$ cat src/rtl/ps2_key_decoder_if.sv
// ps2_key_decoder_if: PS/2 line inputs and decoded key-event outputs.
// Ports: ps2_clk, ps2_data (device lines, idle high); ps2_key (11-bit event word); error (1-cycle pulse).
// master = PS/2 device / driver side, slave = decoder side.
interface ps2_key_decoder_if;
    logic        ps2_clk;
    logic        ps2_data;
    logic [10:0] ps2_key;
    logic        error;
    modport master (output ps2_clk, ps2_data, input ps2_key, error);
    modport slave  (input ps2_clk, ps2_data, output ps2_key, error);
endinterface

$ cat src/rtl/ps2_key_decoder.sv
// ps2_key_decoder: PS/2 keyboard frame receiver and scan-code event decoder.
// Ports: clk (system clock), reset (async, active high),
//        bus (slave): ps2_clk/ps2_data in, ps2_key {toggle, pressed, extended, code} and error out.
module ps2_key_decoder #(
    parameter int FILTER  = 8,
    parameter int TIMEOUT = 9600
) (
    input  logic              clk,
    input  logic              reset,
    ps2_key_decoder_if.slave  bus
);
    localparam int FW = $clog2(FILTER + 1);
    localparam int TW = $clog2(TIMEOUT + 1);

    typedef enum logic [1:0] {IDLE, DATA, PARITY, STOP} state_t;

    state_t         state, state_n;
    logic           clk_s1, clk_s2, dat_s1, dat_s2;
    logic           flt, flt_d, fall;
    logic [FW-1:0]  fcnt;
    logic [TW-1:0]  to_cnt;
    logic           timeout;
    logic [7:0]     sr;
    logic [2:0]     bit_cnt;
    logic           par;
    logic           frame_ok, frame_bad;
    logic           byte_valid, err_q;
    logic           brk, ext;
    logic           discard;
    logic [10:0]    key;

    assign bus.ps2_key = key;
    assign bus.error   = err_q;

    // Synchronizers and glitch filter: the filtered level only follows the
    // synchronized clock after FILTER consecutive cycles of disagreement.
    always_ff @(posedge clk or posedge reset) begin
        if (reset) begin
            {clk_s1, clk_s2, dat_s1, dat_s2, flt, flt_d} <= '1;
            fcnt <= '0;
        end else begin
            clk_s1 <= bus.ps2_clk;
            clk_s2 <= clk_s1;
            dat_s1 <= bus.ps2_data;
            dat_s2 <= dat_s1;
            flt_d  <= flt;
            if (clk_s2 == flt)
                fcnt <= '0;
            else if (fcnt == FW'(FILTER - 1)) begin
                flt  <= clk_s2;
                fcnt <= '0;
            end else
                fcnt <= fcnt + 1'b1;
        end
    end

    assign fall    = flt_d & ~flt;
    assign timeout = (state != IDLE) && (to_cnt == TW'(TIMEOUT));
    assign discard = sr inside {8'hE1, 8'hAA, 8'hFA, 8'hEE, 8'hFE, 8'hFC, 8'h00, 8'hFF};

    always_ff @(posedge clk or posedge reset) begin
        if (reset)
            state <= IDLE;
        else
            state <= state_n;
    end

    always_comb begin
        state_n   = state;
        frame_ok  = 1'b0;
        frame_bad = 1'b0;
        if (timeout)
            state_n = IDLE;
        else if (fall) begin
            case (state)
                IDLE:    state_n = dat_s2 ? IDLE : DATA;
                DATA:    state_n = (bit_cnt == 3'd7) ? PARITY : DATA;
                PARITY:  state_n = STOP;
                default: begin
                    state_n   = IDLE;
                    frame_ok  = dat_s2 & (^{sr, par});
                    frame_bad = ~frame_ok;
                end
            endcase
        end
    end

    always_ff @(posedge clk or posedge reset) begin
        if (reset) begin
            to_cnt     <= '0;
            sr         <= '0;
            bit_cnt    <= '0;
            par        <= 1'b0;
            byte_valid <= 1'b0;
            err_q      <= 1'b0;
            brk        <= 1'b0;
            ext        <= 1'b0;
            key        <= '0;
        end else begin
            byte_valid <= frame_ok;
            err_q      <= frame_bad;
            to_cnt     <= (state_n == IDLE || fall) ? '0 : to_cnt + 1'b1;
            if (fall && state == IDLE)
                bit_cnt <= '0;
            if (fall && state == DATA) begin
                sr      <= {dat_s2, sr[7:1]};
                bit_cnt <= bit_cnt + 1'b1;
            end
            if (fall && state == PARITY)
                par <= dat_s2;
            // sr still holds the received byte while byte_valid is high:
            // the next shift cannot happen before another filtered fall.
            if (err_q)
                {brk, ext} <= 2'b00;
            else if (byte_valid) begin
                if (sr == 8'hF0)
                    brk <= 1'b1;
                else if (sr == 8'hE0)
                    ext <= 1'b1;
                else begin
                    {brk, ext} <= 2'b00;
                    if (!discard)
                        key <= {~key[10], ~brk, ext, sr};
                end
            end
        end
    end
endmodule

$ cat src/flat_wrapper.sv
// flat-port wrapper written by rule: the top's interface ports become plain ports
module ps2_key_decoder_flat 
#(
    parameter int FILTER  = 8,
    parameter int TIMEOUT = 9600
)
  (clk, reset, bus_ps2_clk, bus_ps2_data, bus_ps2_key, bus_error);
  ps2_key_decoder_if bus_i ();
  input  logic clk;
  input  logic reset;
  input wire logic [$bits(bus_i.ps2_clk)-1:0] bus_ps2_clk;
  input wire logic [$bits(bus_i.ps2_data)-1:0] bus_ps2_data;
  output wire logic [$bits(bus_i.ps2_key)-1:0] bus_ps2_key;
  output wire logic [$bits(bus_i.error)-1:0] bus_error;
  assign bus_i.ps2_clk = bus_ps2_clk;
  assign bus_i.ps2_data = bus_ps2_data;
  assign bus_ps2_key = bus_i.ps2_key;
  assign bus_error = bus_i.error;
  ps2_key_decoder #(.FILTER(FILTER), .TIMEOUT(TIMEOUT)) u_core (.clk(clk), .reset(reset), .bus(bus_i));
endmodule
$ cat config.mk
export PLATFORM = sky130hd
export DESIGN_NAME = ps2_key_decoder_flat
export DESIGN_NICKNAME = d
export VERILOG_FILES = /design/src/rtl/ps2_key_decoder_if.sv /design/src/rtl/ps2_key_decoder.sv /design/src/flat_wrapper.sv
export SDC_FILE = /design/constraint.sdc
export NUM_CORES = 1
export LEC_CHECK = 0
export BUFFER_PORTS_ARGS = -buffer_cell sky130_fd_sc_hd__buf_2
export CAP_MARGIN = 20
export CORE_MARGIN = 1
export CORE_UTILIZATION = 26
export CTS_BUF_LIST = sky130_fd_sc_hd__clkbuf_2 sky130_fd_sc_hd__clkbuf_4 sky130_fd_sc_hd__clkbuf_8
export DETAILED_ROUTE_END_ITERATION = 8
export GPL_ROUTABILITY_DRIVEN = 0
export PLACE_DENSITY = 0.52
export SYNTH_ARGS = -nofsm -noshare
export SYNTH_HDL_FRONTEND = slang
export SYNTH_SLANG_ARGS = --single-unit
$ cat constraint.sdc
create_clock -name clk -period 4.91 [get_ports clk]
set_input_delay 0.7365 -clock clk [delete_from_list [all_inputs] [get_ports clk]]
set_output_delay 0.7365 -clock clk [all_outputs]
set_load 0.01 [all_outputs]
==> results.py, run 1 <==
metrics = {
    "route": {
        "vias": 1486,
        "wirelength_um": 4010,
        "wire_per_inst_um": 11.9,
        "antenna_left": 0,
        "route.detailed.drc": 0,
        "drt_iter0_markers": 51,
        "viasPerCell": 4.42,
        "drtPass1Iterations": 4,
    },
    "clocking": {
        "cts-resized-gates": 0,
        "numClockSinks": 53,
        "cts_tree": "done",
        "clockBufferDepth": 2,
        "clkSlewWorstSetupHoldPaths_ns": 0.11,
        "clk-insertion-delay-late_ns": 0.30,
        "holdBufCountCts": 0,
        "cts_setup_buffers": 0,
        "cts-root-buf": "clkbuf_8",
        "cts_made_buffers": 5,
        "h-tree-depth": 2,
    },
    "cells_and_area": {
        "regArea_sq_um": 1330,
        "diodes": 0,
        "fin_cells": 336,
        "utilization_pct": 29.5,
        "n_fill_cell": 955,
        "drive_gt1_share_pct": 20.4,
        "final_nets": 233,
        "multi_input_area_sq_um": 1030,
        "syn_to_final_growth_pct": 10.7,
        "final_cell_area_sq_um": 2710,
    },
    "synth": {
        "synth_cell_types": 41,
        "async_flop_share_pct": 100,
        "avgSynthCellArea_sq_um": 11.7,
        "syn_area_sq_um": 2450,
        "synth_area_leaders": "dfrtp_1, dfstp_2, mux2_4, xnor2_1, nor2_1",
        "synth.top_cell.area_share_pct": 48.0,
        "syn-num-nets": 219,
        "ys_seq_area_share_pct": 54.4,
        "synth_edf_count": 0,
        "synth.largest_area_cell": "dfrtp_1",
        "postSynthCellCount": 210,
        "ys_ff_latch": 53,
        "yosysWarnings": 0,
        "synthFlopType": "dfrtp_1",
    },
    "power": {
        "switching_share_pct": 30.3,
        "switchingPower_mw": 0.297,
        "power_density_nw_per_um2": 361,
        "max-vdd-ir-drop_uv": 120,
        "intPower_mw": 0.683,
        "combinationalPowerShare_pct": 18.6,
        "power_frac_clock_pct": 26.1,
        "power_mw": 0.980,
        "leakagePower_nw": 1.30,
        "p_seq_share_pct": 55.4,
    },
    "critical_path": {
        "cp.arrival_ns": 2.38,
        "cp_slowest_cell": "o31a_1",
        "cp_max_fo": 11,
        "end_kind": "register",
        "r2r-end": "u_core.bus.ps2_key[8]",
        "crit_path_cell_trace": "or3_1 > a211oi_1 > nor4b_1 > o31a_1 > mux2_1",
        "crit_buf_inv": 0,
        "reg2reg_depth": 5,
        "worstPathRequired_ns": 5.09,
        "path_class": "reg2reg",
        "crit_family": "compound AO/OA/AOI/OAI gates",
        "r2r_slack_ns": 2.71,
        "slowest_delay_ns": 0.65,
        "cp.depth": 5,
        "r2r_start": "u_core.sr[1]",
        "start_kind": "register",
    },
    "floorplanning": {
        "die_h_um": 99.1,
        "rows": 35,
        "die_x_um": 99.1,
        "initial_core_util_pct": 26.6,
        "boundaryPins": 16,
        "dieArea_sq_um": 9810,
        "core_area_sq_um": 9200,
    },
    "hold_path": {
        "min_delay_path_depth": 0,
        "hold_path_class": "reg2reg",
        "whs_endpoint": "u_core.dat_s2",
        "hold_path_startpoint": "u_core.dat_s1",
    },
    "status": {
        "outcome": "finished clean",
    },
    "timing": {
        "relSlewSlack_pct": 52.2,
        "timing.final.ws_setup_ns": 2.71,
        "fmax_mhz": 455,
        "fin_hold_ws_ns": 0.360,
        "hold_violations": 0,
        "period_needed_ns": 2.20,
        "fin_setup_tns_ns": 0,
        "rsz0062_at_grt": "no",
        "finalCritPeriodShare_pct": 44.8,
        "tightest_slew_ns": 0.717,
        "setup_viol": 0,
        "drv_slew": 0,
        "finalClockSkew_ns": 0.0191,
    },
    "place": {
        "place_hpwl_um": 2660,
        "placedCellCount": 328,
        "portBuffers": 15,
        "preCtsSetupSlack_ns": 2.71,
        "placed_cell_area_sq_um": 2620,
    },
    "flow_run": {
        "timing.max_cap.violations": 0,
    },
    "grt": {
        "grt_pass1_wl_um": 7230,
        "overflow": 0,
        "grt_usage_pct": 9.15,
        "grt_pass1_vias": 1515,
        "grt_max_degree": 54,
        "antenna_found_initial": 0,
    },
}
cell families (layout without fill, tap and decap cells):
group           after synthesis  in the layout  synth area share (%)
compound gates               17             17                  3.93
flops                        53             53                  54.4
mux                          19             19                  9.91
xor+xnor                     22             22                  8.43
simple gates                 78             78                  17.4
fa+ha+maj                     5              5                  2.55
buf+inv                      16             31                  3.37
cells in the final DEF, fill, tap and decap left out, types with 6 or more instances in the layout:
cell type,Yosys,final
a21oi_1,7,7
o21ai_0,6,6
xnor2_1,12,12
dfstp_2,6,6
dfrtp_1,47,47
nand3_1,10,10
xor2_1,9,9
clkbuf_8,0,6
nor2_1,25,25
mux2_4,8,8
buf_2,3,15
nand2_1,9,9
cell usage after synthesis, types with 2 or more instances:
cell type and number:
nand2_1 9, mux2_4 8, dfrtp_1 47, nor2_1 25, or3_1 2, buf_2 3, xor2_1 9, nor4b_1 2
and3_1 4, a21oi_1 7, ha_1 5, o21ai_0 6, nand4_1 3, nand2b_1 2, inv_1 6, nand4b_1 2
nand3_1 10, mux2_2 5, buf_6 2, mux2_1 5, nor3b_1 3, nor2b_1 2, xnor2_1 12, dfstp_2 6
nand3b_1 2, clkbuf_1 3, nor3_1 4, or4_1 3
power by group through the flow:
| stage | clock, mW | combinational, mW | sequential, mW |
|---|---|---|---|
| 2_1_floorplan | 0 | 0.179 | 0.526 |
| 3_5_place_dp | 0 | 0.186 | 0.551 |
| 4_1_cts | 0.272 | 0.187 | 0.543 |
| 5_1_grt | 0.285 | 0.215 | 0.553 |
| 3_3_place_gp | 0 | 0.185 | 0.551 |
| 6_report | 0.255 | 0.182 | 0.542 |
routing by layer:
layer | global-route usage, % | wire length [um] | vias up
met5 | 0 | 0 | -
met4 | 2.71 | 32 | 0
met3 | 2.48 | 145 | 2
met2 | 13.8 | 1700 | 18
met1 | 12.9 | 2130 | 718
li1 | - | - | 748
worst max-delay path by stage:
stage / startpoint / endpoint
floorplan: reset / u_core.bit_cnt[0]
global placement: u_core.sr[1] / u_core.bus.ps2_key[8]
detailed placement: u_core.sr[1] / u_core.bus.ps2_key[8]
CTS: u_core.sr[1] / u_core.bus.ps2_key[8]
global route: u_core.sr[1] / u_core.bus.ps2_key[8]
finish: u_core.sr[1] / u_core.bus.ps2_key[8]
cell type report:
| type | instances | area share (%) |
|---|---|---|
| Sequential cell | 53 | 49.2 |
| Tap cell | 111 | 5.12 |
| Inverter | 7 | 0.969 |
| Clock inverter | 2 | 0.508 |
| Clock buffer | 6 | 3.05 |
| Timing Repair Buffer | 16 | 3.05 |
| Multi-Input combinational cell | 141 | 38.1 |
registers in the layout, summed over array words and instances, names as in the netlist:
register / count
u_core.bus.ps2_key: 11
u_core.clk_s2: 1
u_core.dat_s1: 1
u_core.bus.error: 1
u_core.brk: 1
u_core.fcnt: 4
u_core.flt_d: 1
u_core.to_cnt: 14
u_core.sr: 8
u_core.flt: 1
u_core.dat_s2: 1
u_core.clk_s1: 1
u_core.bit_cnt: 3
u_core.par: 1
u_core.byte_valid: 1
u_core.state: 2
u_core.ext: 1
No activity file was read; power rests on OpenSTA's default activity.
==> run 2, diff against run 1 <==
- ABC_AREA: not set -> 1
- PLACE_DENSITY: 0.52 -> 0.53
- clock period: 4.91 -> 2 ns (I/O delays scaled with it)
==> run 2 against run 1 <==
Compared with the run above:
- utilization grew 0.80 points
- cell count is 38% higher
- synthesized area rose by 6.6%
- cell area rose by 9.2%
- maximum frequency up 28%
- setup slack worse by 2.4 ns
- critical endpoint unchanged
- sequential cell count unchanged
- synthesized cell count up 49%
- worst hold slack worse by 0.34 ns
- count of clock-buffer cells in the layout stayed put
- via count up 29%
- combinational power increased to 3.4 times the previous value
- highest routed layer unchanged
- largest power group unchanged
==> results.py, run 2 <==
metrics = {
    "status": {
        "outcome": "finished clean",
    },
    "synth": {
        "ys_top_cells_by_count": "nand2_1, dfrtp_1, inv_1",
        "ys_seq_area_share_pct": 51.1,
        "syn-num-nets": 322,
        "synthFlopType": "dfrtp_1",
        "ys_ff_latch": 53,
        "syn_area_sq_um": 2610,
        "synth_edf_count": 0,
        "synth_most_common_cell": "nand2_1",
        "yosysWarnings": 0,
        "postSynthCellCount": 313,
        "synth_area_leaders": "dfrtp_1, nand2_1, inv_1, dfstp_2, nor2_1",
        "synth.top_cell.area_share_pct": 45.0,
        "async_flop_share_pct": 100,
        "synth.largest_area_cell": "dfrtp_1",
        "avgSynthCellArea_sq_um": 8.34,
        "synth_cell_types": 30,
    },
    "cells_and_area": {
        "drive_gt1_share_pct": 14.2,
        "utilization_pct": 30.3,
        "regArea_sq_um": 1330,
        "multi_input_area_sq_um": 1060,
        "largest_reg_flops": 14,
        "diodes": 0,
        "final_nets": 340,
        "layout_commonest_cell": "nand2_1",
        "top_register": "u_core.to_cnt",
        "n_fill_cell": 1051,
        "fin_cells": 465,
        "final_cell_mix": "nand2_1, dfrtp_1, inv_1",
        "syn_to_final_growth_pct": 13.4,
    },
    "clocking": {
        "cts-root-buf": "clkbuf_8",
        "holdBufCountCts": 0,
        "clockBufferDepth": 2,
        "cts_tree": "done",
        "cts-resized-gates": 0,
        "h-tree-depth": 2,
        "clk-insertion-delay-late_ns": 0.31,
        "numClockSinks": 53,
        "cts_setup_buffers": 0,
        "clkSlewWorstSetupHoldPaths_ns": 0.10,
        "cts_made_buffers": 5,
    },
    "hold_path": {
        "hold_path_class": "in2async",
    },
    "floorplanning": {
        "dieArea_sq_um": 10400,
        "initial_core_util_pct": 26.7,
        "die_h_um": 102,
        "die_x_um": 102,
        "boundaryPins": 16,
        "rows": 36,
        "core_area_sq_um": 9770,
    },
    "route": {
        "vias": 1918,
        "drtPass1Iterations": 4,
        "wirelength_um": 4610,
        "antenna_left": 0,
        "route.detailed.drc": 0,
        "wire_per_inst_um": 9.92,
        "drt_iter0_markers": 60,
        "viasPerCell": 4.12,
    },
    "power": {
        "power_density_nw_per_um2": 906,
        "max-vdd-ir-drop_uv": 436,
        "leakagePower_nw": 1.43,
    },
    "timing": {
        "finalCritPeriodShare_pct": 86.1,
        "finalClockSkew_ns": 0.0135,
        "hold_violations": 0,
        "rsz0062_at_grt": "no",
        "fmax_mhz": 580,
        "fin_setup_tns_ns": 0,
        "drv_slew": 0,
        "timing.final.ws_setup_ns": 0.277,
        "relSlewSlack_pct": 67.1,
        "period_needed_ns": 1.72,
        "tightest_slew_ns": 0.493,
        "setup_viol": 0,
    },
    "critical_path": {
        "end_kind": "register",
        "reg2reg_depth": 8,
        "cp_max_fo": 12,
        "cp_common_cell": "nor2_1",
        "start_kind": "register",
        "slowest_delay_ns": 0.47,
        "worstPathRequired_ns": 2.20,
        "path_class": "reg2reg",
        "crit_path_cell_trace": "nor2_1 > nor2_1 > nor2_1 > nor2_2 > nor2_2 > nand2_2 > nand2_1 > nand2_1",
        "cp_slowest_cell": "dfrtp_1",
        "cp.arrival_ns": 1.92,
    },
    "place": {
        "place_hpwl_um": 3390,
        "placedCellCount": 457,
        "portBuffers": 15,
        "preCtsSetupSlack_ns": 0.276,
    },
    "grt": {
        "grt_usage_pct": 9.62,
        "overflow": 0,
        "grt_pass1_vias": 1822,
        "grt_pass1_wl_um": 7980,
        "antenna_found_initial": 0,
        "grt_max_degree": 32,
    },
    "flow_run": {
        "timing.max_cap.violations": 0,
    },
}
run 2: cell types whose count changed after synthesis, sizes merged, moves of 4 or more:
cell   change
nand3     +14
xnor2      -7
nor3       +5
and3       -4
nand2     +65
nor2      +19
mux2      -17
o21ai     +13
inv       +39
run 2: final timing paths:
kind	startpoint	to	slack, ns
worst max-delay path	u_core.sr[1]	u_core.bus.ps2_key[8]	0.28
worst min-delay path	reset	u_core.bit_cnt[2]	0.02
worst max register to register	u_core.sr[1]	u_core.bus.ps2_key[8]	0.28
worst min register to register	u_core.clk_s1	u_core.clk_s2	0.36
max in group asynchronous	reset	u_core.flt	1.40
min in group clk	bus_ps2_clk	u_core.clk_s1	0.09
run 2: area by class of cell:
cell class | count | area share (%)
Sequential cell | 53 | 45.1
Multi-Input combinational cell | 207 | 35.7
Inverter | 46 | 5.83
Tap cell | 133 | 5.62
Timing Repair Buffer | 18 | 3.72
Clock buffer | 6 | 2.79
Clock inverter | 2 | 1.27
run 2: cell families after synthesis:
kind of cell    share of synthesized area, %
buf+inv                                 8.43
flops                                   51.1
fa+ha+maj                               2.40
compound gates                          6.37
mux                                    0.431
xor+xnor                                4.70
simple gates                            26.6
run 2: per-stage QoR:
stage               area [sq um]  total power, mW  hold slack, ns
finish                      2960             2.68          0.0154
global route                2960             2.88          0.0489
global placement            2840             1.94           0.346
detailed placement          2840             1.96           0.352
CTS                         2960             2.74          0.0275
floorplan                   2610             1.83           0.304
run 2: worst max-delay path, delay by kind of cell, from the launching register on:
kind / cells / cell delay, ns
and+or+nand+nor: 8 / 1.13
DFF: 1 / 0.47
run 2: per-layer routing:
metal / wire, um / track usage [%]
met1: 2330 / 12.5
met3: 162 / 2.46
met4: 25 / 1.98
met5: 0 / 0
met2: 2100 / 16.1
run 2: power by group:
part	switching, mW	leakage (nW)	internal (mW)
clock	0.349	0.0574	0.407
combinational	0.407	0.661	0.210
sequential	0.112	0.710	1.20
total	0.868	1.43	1.81
